### src/rtl/serial_frame_deserializer.sv
// Serial frame receiver: start bit, WIDTH data bits LSB-first, stop bit, single-entry valid/ready output.
// Optional even-parity bit between data and stop when PARITY_CHECK_EN is defined.
//
// state  | meaning
// IDLE   | waiting for a valid bit equal to START_BIT
// DATA   | shifting in WIDTH data bits
// PARITY | sampling the even-parity bit (PARITY_CHECK_EN only)
// STOP   | sampling the stop bit, then deliver, overrun or frame error
module serial_frame_deserializer #(
  parameter int   WIDTH     = 8,
  parameter logic START_BIT = 1'b1
) (
  input  logic             clk,
  input  logic             rst,
  input  logic             si,
  input  logic             si_valid,
  output logic [WIDTH-1:0] dout,
  output logic             dout_valid,
  input  logic             dout_ready,
  output logic             overrun,
  output logic             frame_err
);

  localparam int             CW   = $clog2(WIDTH) + 1;
  localparam logic [CW-1:0]  LAST = CW'(WIDTH - 1);

  typedef enum logic [1:0] {
    S_IDLE = 2'd0,
    S_DATA = 2'd1,
    S_STOP = 2'd2
`ifdef PARITY_CHECK_EN
    , S_PARITY = 2'd3
`endif
  } state_t;

  state_t           state;
  state_t           state_nxt;
  logic [WIDTH-1:0] shreg;
  logic [CW-1:0]    bit_cnt;

  logic cnt_clr;
  logic shift_en;
  logic stop_hit;
  logic frame_good;
  logic hold_free;
  logic load;
  logic ovr_nxt;
  logic ferr_nxt;

`ifdef PARITY_CHECK_EN
  logic par_err;
  logic par_en;
`endif

  // state register
  always_ff @(posedge clk or negedge rst) begin
    if (!rst) state <= S_IDLE;
    else      state <= state_nxt;
  end

  // next-state logic; nothing advances on cycles without a valid bit
  always_comb begin
    state_nxt = state;
    if (si_valid) begin
      case (state)
        S_IDLE: if (si == START_BIT) state_nxt = S_DATA;
        S_DATA: begin
          if (bit_cnt == LAST) begin
`ifdef PARITY_CHECK_EN
            state_nxt = S_PARITY;
`else
            state_nxt = S_STOP;
`endif
          end
        end
`ifdef PARITY_CHECK_EN
        S_PARITY: state_nxt = S_STOP;
`endif
        S_STOP:  state_nxt = S_IDLE;
        default: state_nxt = S_IDLE;
      endcase
    end
  end

  // output / datapath control
  always_comb begin
    cnt_clr   = si_valid && (state == S_IDLE) && (si == START_BIT);
    shift_en  = si_valid && (state == S_DATA);
    stop_hit  = si_valid && (state == S_STOP);
    hold_free = !dout_valid || dout_ready;
`ifdef PARITY_CHECK_EN
    par_en     = si_valid && (state == S_PARITY);
    frame_good = (si == ~START_BIT) && !par_err;
`else
    frame_good = (si == ~START_BIT);
`endif
    load     = stop_hit && frame_good && hold_free;
    ovr_nxt  = stop_hit && frame_good && !hold_free;
    ferr_nxt = stop_hit && !frame_good;
  end

  always_ff @(posedge clk or negedge rst) begin
    if (!rst) begin
      shreg   <= '0;
      bit_cnt <= '0;
    end else if (cnt_clr) begin
      bit_cnt <= '0;
    end else if (shift_en) begin
      shreg   <= {si, shreg[WIDTH-1:1]};
      bit_cnt <= bit_cnt + CW'(1);
    end
  end

`ifdef PARITY_CHECK_EN
  // mismatch is held until the stop bit so a good stop cannot rescue the frame
  always_ff @(posedge clk or negedge rst) begin
    if (!rst)         par_err <= 1'b0;
    else if (cnt_clr) par_err <= 1'b0;
    else if (par_en)  par_err <= si ^ (^shreg);
  end
`endif

  // a load in the same cycle as a drain keeps dout_valid high with the new word
  always_ff @(posedge clk or negedge rst) begin
    if (!rst) begin
      dout       <= '0;
      dout_valid <= 1'b0;
      overrun    <= 1'b0;
      frame_err  <= 1'b0;
    end else begin
      if (load) begin
        dout       <= shreg;
        dout_valid <= 1'b1;
      end else if (dout_ready) begin
        dout_valid <= 1'b0;
      end
      overrun   <= ovr_nxt;
      frame_err <= ferr_nxt;
    end
  end

endmodule

### config.mk
export PLATFORM = sky130hd
export DESIGN_NAME = serial_frame_deserializer
export DESIGN_NICKNAME = d
export VERILOG_FILES = /design/src/rtl/serial_frame_deserializer.sv
export SDC_FILE = /design/constraint.sdc
export NUM_CORES = 1
export LEC_CHECK = 0
export CAP_MARGIN = 20
export CORE_UTILIZATION = 40
export CTS_CLUSTER_DIAMETER = 100
export DETAILED_ROUTE_END_ITERATION = 6
export DONT_BUFFER_PORTS = 1
export SLEW_MARGIN = 20
export SYNTH_ARGS = -nofsm -noshare
export SYNTH_HDL_FRONTEND = slang
export SYNTH_SLANG_ARGS = --single-unit
### constraint.sdc
create_clock -name clk -period 2 [get_ports clk]
set_input_delay 0.4 -clock clk [delete_from_list [all_inputs] [get_ports clk]]
set_output_delay 0.4 -clock clk [all_outputs]
set_load 0.02 [all_outputs]
# After elaboration in Yosys (flattened, before gate mapping)

Cells that the tools add are included.

Register bits: 25
Output and inout port bits: 11

Add/sub/neg operators: 1
Eq/ne operators: 5
Muxes and demuxes: 7
Bitwise gates (word level): 2
Reduce and logical (&&, ||, !) cells: 16

Operators by type and width:

| cell                  | count |
|---|---|
| $logic_and A1 B1 Y1   | 8 |
| $mux W4               | 2 |
| $add A4 B1 Y4 const B | 1 |
| $eq A4 B3 Y1 const B  | 1 |
| $mux W2               | 2 |
| $ne A2 B2 Y1 const B  | 2 |
| $pmux W2 S2           | 1 |
| $reduce_bool A2 Y1    | 2 |
| $reduce_and A3 Y1     | 1 |
| $eq A2 B1 Y1 const B  | 1 |
| $eq A2 B2 Y1 const B  | 1 |
| $logic_not A1 Y1      | 2 |
| $logic_not A2 Y1      | 1 |
| $mux W1               | 2 |
| $not A1 Y1            | 2 |
| $reduce_and A2 Y1     | 1 |
| $logic_or A1 B1 Y1    | 1 |

# Depth between registers and ports, before layout

Depth in word-level cells: 5
Gate-level depth with buffers: 5
Mapped depth without buffers: 4

# Worst setup path before layout

No wires, ideal clock.

Path type: flip-flop to flip-flop
From: register state[0]
To: register dout[0]
Library setup time: 0.125 ns
Data arrival time: 1.267 ns
Required time: 1.875 ns
Setup slack: 0.608 ns
Stages on the path, launching flop included: 6
Buffers on the path: 2
Clock period less this slack: 1.392 ns
Cell sequence: dfrtp_1 -> buf_6 -> nand4bb_4 -> nand2b_4 -> buf_6 -> mux2_4

Cells in the longest elaborated chain, start to end: 4

Ends and longest elaborated chain:

| element                          | RTL line | RTL |
|---|---|---|
| start: declaration               | 36       | `state_t state;` |
| start signal: assignment         | 58       | `else state <= state_nxt;` |
| $eq A2 B2 Y1                     | 89       | `stop_hit = si_valid && (state == S_STOP);` |
| $logic_and A1 B1 Y1              | 89       |  |
| $logic_and A1 B1 Y1 (2 in a row) | 97       | `load = stop_hit && frame_good && hold_free;` |
| end signal: assignment           | 132      | `dout <= shreg;` |
| end: declaration                 | 17       | `output logic [WIDTH-1:0] dout,` |

Every way passes these cells.
A chain may end at the register's enable or synchronous reset.

# Worst setup path after layout

From: register state[0]
To: register dout[5]

Same word-level chain as after synthesis.

==> insert_results.sql <==
INSERT INTO impl_metrics (metric_group, metric, value, unit) VALUES
('die', 'die_h', '54.1', 'um'),
('clock_tree', 'tritoncts.num_buffers', '3', ''),
('detailed_routing', 'vias_per_cell', '5.20', ''),
('synthesis', 'synth_flop_cell', 'dfrtp_1', ''),
('setup_path', 'critPathArrivalTime', '1.65', 'ns'),
('timing', 'worst_slew_margin_rel', '0.645', ''),
('final_layout', 'final_core_utilization', '0.450', ''),
('global_routing', 'pin_count_of_the_biggest_net_entering_global_routing', '26', ''),
('setup_path', 'critPathLaunchType', 'flop', ''),
('global_routing', 'global_route_wire_length_before_repair', '2590', 'um'),
('synthesis', 'netlist_area', '1080', 'um2'),
('clock_tree', 'htree_num_levels', '1', ''),
('final_layout', 'drive_gt1_frac', '0.351', ''),
('setup_path', 'critPathKind', 'reg -> reg', ''),
('detailed_routing', 'wire_per_inst', '14.9', 'um'),
('timing', 'timing.final.crit_share', '0.713', ''),
('global_routing', 'grt_pass1_vias', '536', ''),
('timing', 'setup_repair_after_global_routing_missed_its_margin', 'false', ''),
('detailed_routing', 'number_of_drc_violations_after_detailed_routing', '0', ''),
('timing', 'finalCriticalPeriod', '1.43', 'ns'),
('clock_tree', 'clock_latency', '0.32', 'ns'),
('die', 'die_w', '54.1', 'um'),
('run', 'maxCapViolCount', '0', ''),
('timing', 'max_clock_freq', '701', 'MHz'),
('clock_tree', 'cts_setup_buffers', '0', ''),
('synthesis', 'ys_async_sr_fraction', '1.00', ''),
('setup_path', 'timing.rr.start', 'state[0]', ''),
('timing', 'drv_slew', '0', ''),
('placed_design', 'dp.final_hpwl', '1110', 'um'),
('detailed_routing', 'ant_nets', '0', ''),
('clock_tree', 'cts-root-buf', 'clkbuf_4', ''),
('final_layout', 'design.final.nets', '81', ''),
('timing', 'slew_at_the_pin_closest_to_its_max_slew_limit', '0.533', 'ns'),
('die', 'core_area', '2520', 'um2'),
('die', 'dieArea', '2920', 'um2'),
('timing', 'fin_skew', '0.00651', 'ns'),
('setup_path', 'timing.critical_path.fanout_max', '10', ''),
('detailed_routing', 'drt_wl_total', '1550', 'um'),
('die', 'io_pins', '16', ''),
('clock_tree', 'postCtsHoldBufs', '1', ''),
('detailed_routing', 'initialDrtViolationCount', '7', ''),
('synthesis', 'post_synth_inst_count', '71', ''),
('clock_tree', 'numClockSinks', '25', ''),
('synthesis', 'synth_fp_nets', '77', ''),
('synthesis', 'synth_enable_flop_cells', '0', ''),
('synthesis', 'yosysSeqAreaShare', '0.577', ''),
('synthesis', 'ys_types', '23', ''),
('final_layout', 'area_growth', '4.61', '%'),
('synthesis', 'synth_warnings', '0', ''),
('final_layout', 'cell_area_after_layout', '1130', 'um2'),
('min_path', 'holdCritPathClass', 'in -> async', ''),
('clock_tree', 'clock_tree.buffer_depth', '2', ''),
('timing', 'finalHoldViolations', '0', ''),
('status', 'run_status', 'completed', ''),
('die', 'initial_core_util', '0.430', ''),
('setup_path', 'worst-r2r-setup-slack', '0.57', 'ns'),
('setup_path', 'crit_start', 'state[0]', ''),
('clock_tree', 'clk_transition_reported_paths', '0.14', 'ns'),
('timing', 'timing.final.setup_violations', '0', ''),
('detailed_routing', 'num_vias', '541', ''),
('power', 'power.ir.vdd_worst', '0.630', 'mV'),
('final_layout', 'antenna-diode-count', '0', ''),
('clock_tree', 'cts_resized', '0', ''),
('synthesis', 'synth-seq-cells', '25', ''),
('placed_design', 'placed_cells_incl_taps', '99', ''),
('global_routing', 'initial_antenna_violation_count', '0', ''),
('global_routing', 'grtUsageTotal', '0.132', ''),
('timing', 'tns', '0', 'ns'),
('clock_tree', 'tritoncts', 'yes', ''),
('synthesis', 'synth.avg_cell_area', '15.3', 'um2'),
('power', 'power.density_cell_area', '1250', 'nW/um2'),
('setup_path', 'critPathCaptureType', 'flop', ''),
('setup_path', 'worst_ep_required_time', '2.22', 'ns'),
('placed_design', 'io_buffers', '0', ''),
('placed_design', 'gp_routability_congestion', '0.765', ''),
('detailed_routing', 'detailedRoute.firstPassIterationCount', '4', ''),
('final_layout', 'final_cell_count_no_fill', '104', ''),
('power', 'p_leak', '0.000555', 'uW'),
('timing', 'fin_hold_ws', '0.0388', 'ns'),
('die', 'num_rows', '18', ''),
('global_routing', 'gr-total-overflow', '0', ''),
('placed_design', 'placed_cell_area', '1100', 'um2');
==> metrics by stage <==
step,power (uW),setup slack (ns)
after global placement,1180,0.590
after detailed placement,1200,0.581
after CTS,1440,0.559
after global routing,1530,0.502
after floorplan,1140,0.608
final,1420,0.574
==> kinds of logic (layout without fill, tap and decap cells) <==
logic type / after synthesis / in the layout / synth area share
AO/OA/AOI/OAI: 9 / 9 / 0.0611
multiplexers: 17 / 17 / 0.204
flip-flops: 25 / 25 / 0.577
buffers and inverters: 3 / 6 / 0.0242
adder cells (fa/ha/maj): 1 / 1 / 0.0115
AND/OR/NAND/NOR: 16 / 16 / 0.122
==> power breakdown <==
part	internal (uW)	leakage (uW)	total [uW]	switching [uW]
clock	76.3	0.0000139	227	151
sequential	671	0.000319	860	189
combinational	225	0.000222	331	106
==> layout make-up <==
cell class / instances / area [um2]
fill: 250 / 1390
sequential: 25 / 626
multi-input combinational: 43 / 433
tap: 30 / 37.5
clock buffer: 3 / 22.5
clock inverter: 1 / 7.51
timing repair buffer: 1 / 5.00
inverter: 1 / 3.75
==> Yosys cell counts (2+ instances only) <==
cell type / n / share of area
mux2_2: 9 / 0.093
buf_6: 2 / 0.021
nand2_1: 2 / 0.0069
nor2_1: 2 / 0.0069
nor3b_1: 2 / 0.014
dfrtp_1: 25 / 0.58
mux2_4: 8 / 0.11
nor2b_1: 2 / 0.012
a21o_1: 2 / 0.014
o21ai_0: 3 / 0.014
a22o_1: 2 / 0.016
==> final timing paths <==
| path | end | cells past startpoint |
|---|---|---|
| worst min register to register | dout[0] | 1 |
| worst min-delay path | dout[1] | 1 |
| max in group asynchronous | shreg[7] | 1 |
| min in group clk | overrun | 2 |
| worst max register to register | dout[5] | 3 |
| worst max-delay path | dout[5] | 3 |
==> flip-flops by register name (all words and copies together), names as in the netlist <==
register,cells
shreg,8
dout_valid,1
dout,8
overrun,1
bit_cnt,4
state,2
frame_err,1
==> layer usage <==
layer	global-route usage	wire length, um	up-vias
met5	0	0	-
met4	0.0769	15	0
met3	0.0424	40	2
met2	0.193	731	9
met1	0.170	763	268
li1	-	-	262
==> layout by cell type (no fill, tap or decap), types with 2 or more instances in the layout <==
cell type and n:
a21o_1 2, a22o_1 2, clkbuf_4 3, dfrtp_1 25
mux2_2 9, mux2_4 8, nand2_1 2, nor2_1 2
nor2b_1 2, nor3b_1 2, o21ai_0 3
==> worst max-delay path: stages, from the launching register on <==
cell and delay (ns):
dfrtp_1 0.51, nand4bb_4 0.28, nand2b_4 0.23, mux2_4 0.32
(Power assumes the default switching activity.)
